`src/rtl/mem_arbiter.sv`:
```
// +----------------------------------------------------------------------------+
// | mem_arbiter: shares one memory port between IFU and LSU, with a watchdog.   |
// | Optional macro ARB_ROUND_ROBIN_EN: round-robin tie-break instead of LSU     |
// | priority.                                                                   |
// | Revision: 1.0                                                               |
// +----------------------------------------------------------------------------+
`default_nettype none

module mem_arbiter #(
  parameter int ADDR_W  = 32,
  parameter int DATA_W  = 32,
  parameter int TIMEOUT = 255
) (
  input  logic                  clk,
  input  logic                  rst,
  input  logic                  ifu_req_valid,
  output logic                  ifu_req_ready,
  input  logic [ADDR_W-1:0]     ifu_addr,
  output logic                  ifu_resp_valid,
  output logic [DATA_W-1:0]     ifu_rdata,
  input  logic                  lsu_req_valid,
  output logic                  lsu_req_ready,
  input  logic [ADDR_W-1:0]     lsu_addr,
  input  logic                  lsu_wen,
  input  logic [DATA_W-1:0]     lsu_wdata,
  input  logic [DATA_W/8-1:0]   lsu_wmask,
  output logic                  lsu_resp_valid,
  output logic [DATA_W-1:0]     lsu_rdata,
  output logic                  mem_req_valid,
  input  logic                  mem_req_ready,
  output logic [ADDR_W-1:0]     mem_addr,
  output logic                  mem_wen,
  output logic [DATA_W-1:0]     mem_wdata,
  output logic [DATA_W/8-1:0]   mem_wmask,
  input  logic                  mem_resp_valid,
  input  logic [DATA_W-1:0]     mem_rdata,
  output logic                  bus_err
);

  localparam int          MASK_W   = DATA_W / 8;
  localparam logic        OWN_IFU  = 1'b0;
  localparam logic        OWN_LSU  = 1'b1;
  localparam logic [15:0] TMO_LAST = 16'(TIMEOUT - 1);

  typedef enum logic [1:0] {
    S_IDLE = 2'd0,
    S_REQ  = 2'd1,
    S_WAIT = 2'd2
  } state_t;

  state_t              state_q, state_d;
  logic                owner_q, owner_d;
  logic [15:0]         cnt_q, cnt_d;
  logic [ADDR_W-1:0]   addr_q, addr_d;
  logic                wen_q, wen_d;
  logic [DATA_W-1:0]   wdata_q, wdata_d;
  logic [MASK_W-1:0]   wmask_q, wmask_d;
  logic                ifu_resp_q, ifu_resp_d;
  logic [DATA_W-1:0]   ifu_rdata_q, ifu_rdata_d;
  logic                lsu_resp_q, lsu_resp_d;
  logic [DATA_W-1:0]   lsu_rdata_q, lsu_rdata_d;
  logic                bus_err_q, bus_err_d;
  logic                grant_ifu, grant_lsu;

`ifdef ARB_ROUND_ROBIN_EN
  logic                rr_last_q, rr_last_d;
`endif

  always_comb begin
    grant_ifu = 1'b0;
    grant_lsu = 1'b0;
    if (state_q == S_IDLE) begin
`ifdef ARB_ROUND_ROBIN_EN
      if (lsu_req_valid && ifu_req_valid) begin
        grant_lsu = (rr_last_q == OWN_IFU);
        grant_ifu = (rr_last_q == OWN_LSU);
      end else begin
        grant_lsu = lsu_req_valid;
        grant_ifu = ifu_req_valid;
      end
`else
      grant_lsu = lsu_req_valid;
      grant_ifu = ifu_req_valid && !lsu_req_valid;
`endif
    end
  end

  // Ready is masked while reset is held so every output reads 0 in reset.
  assign ifu_req_ready  = grant_ifu & ~rst;
  assign lsu_req_ready  = grant_lsu & ~rst;
  assign mem_req_valid  = (state_q == S_REQ);
  assign mem_addr       = addr_q;
  assign mem_wen        = wen_q;
  assign mem_wdata      = wdata_q;
  assign mem_wmask      = wmask_q;
  assign ifu_resp_valid = ifu_resp_q;
  assign ifu_rdata      = ifu_rdata_q;
  assign lsu_resp_valid = lsu_resp_q;
  assign lsu_rdata      = lsu_rdata_q;
  assign bus_err        = bus_err_q;

  always_comb begin
    state_d     = state_q;
    owner_d     = owner_q;
    cnt_d       = cnt_q;
    addr_d      = addr_q;
    wen_d       = wen_q;
    wdata_d     = wdata_q;
    wmask_d     = wmask_q;
    ifu_resp_d  = 1'b0;
    ifu_rdata_d = ifu_rdata_q;
    lsu_resp_d  = 1'b0;
    lsu_rdata_d = lsu_rdata_q;
    bus_err_d   = 1'b0;
`ifdef ARB_ROUND_ROBIN_EN
    rr_last_d   = rr_last_q;
`endif

    case (state_q)
      S_IDLE: begin
        if (grant_lsu) begin
          addr_d  = lsu_addr;
          wen_d   = lsu_wen;
          wdata_d = lsu_wdata;
          wmask_d = lsu_wmask;
          owner_d = OWN_LSU;
          state_d = S_REQ;
`ifdef ARB_ROUND_ROBIN_EN
          rr_last_d = OWN_LSU;
`endif
        end else if (grant_ifu) begin
          addr_d  = ifu_addr;
          wen_d   = 1'b0;
          wdata_d = '0;
          wmask_d = '0;
          owner_d = OWN_IFU;
          state_d = S_REQ;
`ifdef ARB_ROUND_ROBIN_EN
          rr_last_d = OWN_IFU;
`endif
        end
      end

      S_REQ: begin
        if (mem_req_ready) begin
          cnt_d   = '0;
          state_d = S_WAIT;
        end
      end

      S_WAIT: begin
        // A response in the timeout cycle takes precedence over the abort.
        if (mem_resp_valid) begin
          state_d = S_IDLE;
          if (owner_q == OWN_LSU) begin
            lsu_resp_d  = 1'b1;
            lsu_rdata_d = wen_q ? '0 : mem_rdata;
          end else begin
            ifu_resp_d  = 1'b1;
            ifu_rdata_d = mem_rdata;
          end
        end else if (cnt_q == TMO_LAST) begin
          state_d   = S_IDLE;
          bus_err_d = 1'b1;
          if (owner_q == OWN_LSU) begin
            lsu_resp_d  = 1'b1;
            lsu_rdata_d = '0;
          end else begin
            ifu_resp_d  = 1'b1;
            ifu_rdata_d = '0;
          end
        end else begin
          cnt_d = cnt_q + 16'd1;
        end
      end

      default: state_d = S_IDLE;
    endcase
  end

  always_ff @(posedge clk or posedge rst) begin
    if (rst) begin
      state_q     <= S_IDLE;
      owner_q     <= OWN_IFU;
      cnt_q       <= '0;
      addr_q      <= '0;
      wen_q       <= 1'b0;
      wdata_q     <= '0;
      wmask_q     <= '0;
      ifu_resp_q  <= 1'b0;
      ifu_rdata_q <= '0;
      lsu_resp_q  <= 1'b0;
      lsu_rdata_q <= '0;
      bus_err_q   <= 1'b0;
`ifdef ARB_ROUND_ROBIN_EN
      rr_last_q   <= OWN_IFU;
`endif
    end else begin
      state_q     <= state_d;
      owner_q     <= owner_d;
      cnt_q       <= cnt_d;
      addr_q      <= addr_d;
      wen_q       <= wen_d;
      wdata_q     <= wdata_d;
      wmask_q     <= wmask_d;
      ifu_resp_q  <= ifu_resp_d;
      ifu_rdata_q <= ifu_rdata_d;
      lsu_resp_q  <= lsu_resp_d;
      lsu_rdata_q <= lsu_rdata_d;
      bus_err_q   <= bus_err_d;
`ifdef ARB_ROUND_ROBIN_EN
      rr_last_q   <= rr_last_d;
`endif
    end
  end

endmodule

`default_nettype wire

```
`config.mk`:
```
export PLATFORM = sky130hd
export DESIGN_NAME = mem_arbiter
export DESIGN_NICKNAME = d
export VERILOG_FILES = /design/src/rtl/mem_arbiter.sv
export SDC_FILE = /design/constraint.sdc
export NUM_CORES = 1
export LEC_CHECK = 0
export ABC_AREA = 0
export CORE_AREA = 2 2 121 123
export CTS_CLUSTER_DIAMETER = 30
export DETAILED_ROUTE_END_ITERATION = 10
export DIE_AREA = 0 0 123 125
export DONT_BUFFER_PORTS = 1
export PLACE_DENSITY_LB_ADDON = 0.25
export SYNTH_ARGS = -nofsm -noshare
export SYNTH_HDL_FRONTEND = slang
export SYNTH_SLANG_ARGS = --single-unit
```
`constraint.sdc`:
```
create_clock -name clk -period 6.31 [get_ports clk]
set_input_delay 0.9465 -clock clk [delete_from_list [all_inputs] [get_ports clk]]
set_output_delay 0.9465 -clock clk [all_outputs]
set_load 0.02 [all_outputs]
```
# Word level (Yosys, flattened, before mapping)
# Cells that the tools add are included.
dict set report totals {
  in_bits 139
  ff_bits 155
}
dict set report op_classes {
  n_eq_ne 8
  bitwise_logic 4
  add_sub_neg 1
  n_reduce_logical 11
  n_mux 41
}
# operator count
set ops {}
lappend ops {{$mux W32} 13}
lappend ops {{$mux W16} 3}
lappend ops {{$pmux W16 S2} 1}
lappend ops {{$add A16 B1 Y16 const B} 1}
lappend ops {{$eq A16 B8 Y1 const B} 1}
lappend ops {{$mux W1} 16}
lappend ops {{$mux W2} 5}
lappend ops {{$reduce_and A3 Y1} 3}
lappend ops {{$mux W4} 2}
lappend ops {{$ne A3 B3 Y1 const B} 2}
lappend ops {{$pmux W2 S3} 1}
lappend ops {{$reduce_bool A2 Y1} 3}
lappend ops {{$ne A2 B2 Y1 const B} 2}
lappend ops {{$reduce_and A4 Y1} 1}
lappend ops {{$and A1 B1 Y1} 2}
lappend ops {{$eq A2 B1 Y1 const B} 1}
lappend ops {{$eq A2 B2 Y1 const B} 1}
lappend ops {{$logic_not A2 Y1} 1}
lappend ops {{$ne A2 B1 Y1 const B} 1}
lappend ops {{$not A1 Y1} 2}
lappend ops {{$reduce_and A2 Y1} 1}
lappend ops {{$logic_and A1 B1 Y1} 1}
lappend ops {{$logic_not A1 Y1} 1}

# Longest topological paths before layout
dict set report logic_depth {
  ltp_word 6
  mapped_depth 9
  ltp_nobuf 7
}

# Least setup slack after synthesis
# No wires, ideal clock.
dict set report synth_timing {
  kind {input to output}
  startpoint {input rst}
  endpoint {output lsu_req_ready}
  arrival_time_ps 4787
  cell_stages 2
  path_slack_ps 576
  cell_sequence {inv_1 and3_1}
}
dict set report synth_via {
  elab_chain_cells 2
}
# element line
set synth_rtl {}
lappend synth_rtl {{start, declared} 15} ;# input logic rst,
lappend synth_rtl {{$not A1 Y1} 90} ;# assign lsu_req_ready = grant_lsu & ~rst;
lappend synth_rtl {{$and A1 B1 Y1} 90}
lappend synth_rtl {{end, declared} 22} ;# output logic lsu_req_ready,
# Every way passes these cells.

# Worst setup path after layout
dict set report layout_timing {
  startpoint {register state_q[1]}
  endpoint {output ifu_req_ready}
}
dict set report layout_via {
  elab_chain_cells 3
}
# element line
set layout_rtl {}
lappend layout_rtl {{start, declared} 51} ;# state_t state_q, state_d;
lappend layout_rtl {{start signal, assigned} 199} ;# state_q <= state_d;
lappend layout_rtl {{$logic_not A2 Y1} 72} ;# if (state_q == S_IDLE) begin
lappend layout_rtl {{$mux W1} 72}
lappend layout_rtl {{$and A1 B1 Y1} 89} ;# assign ifu_req_ready = grant_ifu & ~rst;
lappend layout_rtl {{end, declared} 17} ;# output logic ifu_req_ready,
# Every way passes these cells.

==> Flow_metrics.wiki <==
{| class="wikitable"
! Metric !! Value
|-
| Share of the cycle needed by the critical path after routing || 0.549
|-
| Count of unresolved DRC violations after routing || 0
|-
| TritonCTS clock tree || built
|-
| Class of the tightest hold or removal check || flip-flop to flip-flop
|-
| Sequential power share || 0.552
|-
| Total of fill cells in the finished design || 1257
|-
| Core Footprint || 14200 sq um
|-
| Share of async-settable or async-resettable flops after synthesis || 1.00
|-
| Flop and latch count out of synthesis || 155
|-
| Post-cts hold buffer count || 0
|-
| Row count || 44
|-
| Fin Setup TNS || 0 ns
|-
| Clock Pin Slew Worst Setup and Hold Paths || 0.06 ns
|-
| Crit end category || output port
|-
| Most common library cell in the layout ignoring fill and taps || sky130_fd_sc_hd__dfrtp_1
|-
| Largest net degree at the start of global routing || 103
|-
| Global-route wire length before repair || 23.0 mm
|-
| Routed len/inst || between 20 and 25 microns
|-
| Overall via count from detail_route || 4248
|-
| Reg2Reg Depth || 7
|-
| First-pass detailed-route iteration total || 7
|-
| Worst VDD drop || 266 uV
|-
| Share of power burned in the clock network || 0.251
|-
| Register area share after synthesis || 0.622
|-
| Congestion Overflow GR || 0
|-
| Flip-flop cell with the highest count after synthesis || sky130_fd_sc_hd__dfrtp_1
|-
| Worst slack on hold paths || between 0.4 and 0.5 ns
|-
| Final RePlAce weighted congestion || around 0.8
|-
| Unique masters post-synth || 37
|-
| Total wire length after detailed routing || 15.3 mm
|-
| Clock Latency Late Sink || 0.42 ns
|-
| GRT met3 Usage || 0.0890
|-
| Unrepaired setup endpoints after global routing || false
|-
| Type of the setup path with the least slack || flip-flop to output port
|-
| Tightest Pin Transition || 1.00 ns
|-
| Data required time at the worst endpoint || 5.36 ns
|-
| Final clock skew || 0.00697 ns
|-
| Max transition margin || 0.329
|-
| CTS H-tree depth || 4
|-
| Number of global-route vias before repair || 4357
|-
| Setup bufs post-CTS || 0
|-
| Hold depth || 1
|-
| Crit path time final || between 3 and 4 ns
|-
| Cell internal pwr || 2.34 mW
|-
| Most used routing layer in global routing || met2
|-
| Cell types with the largest area share after synthesis || sky130_fd_sc_hd__dfrtp_1 62%, sky130_fd_sc_hd__a32o_1 10%, sky130_fd_sc_hd__mux2i_1 5.5%
|-
| Area grow syn2layout || 11.3%
|-
| Pins Over Slew Limit || 0
|-
| PwrDens || ~570 nW/um^2
|-
| Number of hold-slack violations in the final timing report || 0
|-
| Post-cts sizing count || 0
|-
| Ports || 278
|-
| Number of warnings printed during yosys synthesis || 0
|-
| Number of nets at the end of the flow || between 600 and 700
|-
| DRC violation total after the first TritonRoute iteration || 325
|-
| Cell Area, Synth || 6230 sq um
|-
| Total clock sinks || 155
|-
| Final setup violating endpoints || 0
|-
| Startpoint kind of the worst setup timing path || flip-flop
|-
| Mean cell area of the mapped netlist || 12.4 sq um
|-
| Switching Fraction || 0.410
|-
| Initial core utilization || 0.439
|-
| Number of max-capacitance violations reported || 0
|-
| Combinational power share || 0.197
|-
| Number of enable flip-flop cells after synthesis || 0
|-
| Post-Syn Nets || about 640
|-
| Status || finished clean
|-
| Die height || 125 microns
|-
| Arrival time reported for the critical path endpoint || about 2.5 ns
|-
| DRT antenna net count || 0
|-
| Worst Path Max Fanout || 34
|-
| Layout cell share with drive strength beyond 1 || 0.0964
|-
| NetSw || 1.63 mW
|-
| Number of vias per cell || 6.23
|-
| Antenna violations before repair || 0
|-
| GR Layer Usage met1 || 0.222
|-
| Number of buffers between clock root and the deepest sink || 2
|-
| Area share of the leading cell type in the synthesized netlist || 0.622
|-
| Number of CTS-inserted buffers || 17
|-
| Number of antenna repair diodes || 0
|-
| Die W || 123 microns
|-
| Area of the die || 15400 sq um
|-
| Post-DP HPWL || 10.3 mm
|-
| Root buffer cell || sky130_fd_sc_hd__clkbuf_16
|-
| Met2 usage || 0.324
|-
| Dominant cell type by area after synthesis || sky130_fd_sc_hd__dfrtp_1
|-
| Commonest cells after routing, fill and taps aside || 155 x sky130_fd_sc_hd__dfrtp_1, 64 x sky130_fd_sc_hd__a32o_1, 43 x sky130_fd_sc_hd__nand2_1
|-
| Number of port buffers || 0
|-
| F_max || between 200 and 300 MHz
|-
| Total global-route track usage || 0.197
|-
| Leakage power total || 3.18 nW
|-
| Cells after synthesis || slightly above 500
|}
-- cell usage after synthesis, types with 3 or more instances --
| cell | number |
|---|---|
| sky130_fd_sc_hd__nand4_1 | 6 |
| sky130_fd_sc_hd__clkbuf_1 | 34 |
| sky130_fd_sc_hd__nor3_1 | 3 |
| sky130_fd_sc_hd__o21ai_0 | 37 |
| sky130_fd_sc_hd__nand2b_1 | 5 |
| sky130_fd_sc_hd__o21ai_1 | 15 |
| sky130_fd_sc_hd__dfrtp_1 | 155 |
| sky130_fd_sc_hd__nor2_1 | 8 |
| sky130_fd_sc_hd__nand2_1 | 44 |
| sky130_fd_sc_hd__nand3_1 | 6 |
| sky130_fd_sc_hd__mux2i_1 | 34 |
| sky130_fd_sc_hd__a21oi_1 | 6 |
| sky130_fd_sc_hd__buf_2 | 8 |
| sky130_fd_sc_hd__inv_1 | 9 |
| sky130_fd_sc_hd__and3_1 | 4 |
| sky130_fd_sc_hd__a32o_1 | 64 |
| sky130_fd_sc_hd__or3_1 | 5 |
| sky130_fd_sc_hd__a22o_1 | 37 |
-- per-layer routing --
metal,share of wire,vias to the layer above
met3,0.11,34
met1,0.38,2086
met5,0,-
li1,-,1867
met4,0.029,0
met2,0.48,261
-- critical path: stages (launching register included) --
cell	delay, ns
sky130_fd_sc_hd__dfrtp_1	0.39
sky130_fd_sc_hd__nor2_1	0.30
sky130_fd_sc_hd__nand2_2	0.64
sky130_fd_sc_hd__nor3_1	0.76
-- flip-flops by register name (all words and copies together), names as in the netlist --
| signal | flops |
|---|---|
| lsu_rdata | 32 |
| mem_wen | 1 |
| state_q | 2 |
| mem_addr | 32 |
| ifu_rdata | 32 |
| bus_err | 1 |
| lsu_resp_valid | 1 |
| mem_wdata | 32 |
| cnt_q | 16 |
| owner_q | 1 |
| mem_wmask | 4 |
| ifu_resp_valid | 1 |
-- cells by family (layout without fill, tap and decap cells) --
kind of cell | after synthesis | after routing | synth area share
AND/OR/NAND/NOR | 92 | 92 | 0.0731
adder cells (fa/ha/maj) | 2 | 2 | 0.00401
buffers and inverters | 54 | 49 | 0.0353
AO/OA/AOI/OAI | 166 | 166 | 0.211
flip-flops | 155 | 155 | 0.622
multiplexers | 34 | 34 | 0.0546
-- per-stage QoR --
step	util	total power, mW	setup slack [ns]	std cells	cell area (sq um)
floorplan	-	2.76	0.576	503	6230
global placement	0.447	2.96	3.16	650	6350
detailed placement	0.447	3.01	3.12	650	6350
CTS	0.488	4.02	2.82	682	6940
global route	0.488	4.20	2.63	682	6940
finish	0.488	3.97	2.85	682	6940
-- worst paths after layout --
| kind | startpoint | to | slack [ns] |
|---|---|---|---|
| worst min register to register | cnt_q[7]$_DFFE_PP0P_ | cnt_q[7]$_DFFE_PP0P_ | 0.49 |
| worst max register to register | cnt_q[0]$_DFFE_PP0P_ | cnt_q[10]$_DFFE_PP0P_ | 4.03 |
| min in group asynchronous | rst | mem_addr[1]$_DFFE_PP0P_ | 0.52 |
| max in group asynchronous | rst | lsu_rdata[18]$_DFFE_PP0P_ | 4.42 |
| worst min-delay path | cnt_q[7]$_DFFE_PP0P_ | cnt_q[7]$_DFFE_PP0P_ | 0.49 |
| worst max-delay path | state_q[1]$_DFFE_PP0P_ | ifu_req_ready | 2.85 |
-- power groups by stage --
stage               clock [mW]  sequential (mW)  combinational, mW
finish                   0.999             2.19              0.784
CTS                       1.02             2.20              0.796
global route              1.07             2.24              0.893
floorplan                    0             2.08              0.671
global placement             0             2.21              0.754
detailed placement           0             2.21              0.805
-- cell type report --
class | count | area (sq um) | area share
Clock buffer | 19 | 453 | 0.0653
Inverter | 10 | 42.5 | 0.00613
Multi-Input combinational cell | 294 | 2150 | 0.310
Tap cell | 184 | 230 | 0.0332
Sequential cell | 155 | 3880 | 0.559
Clock inverter | 13 | 131 | 0.0189
Timing Repair Buffer | 7 | 52.6 | 0.00757
Note: power is estimated with default switching activity, not from simulation.
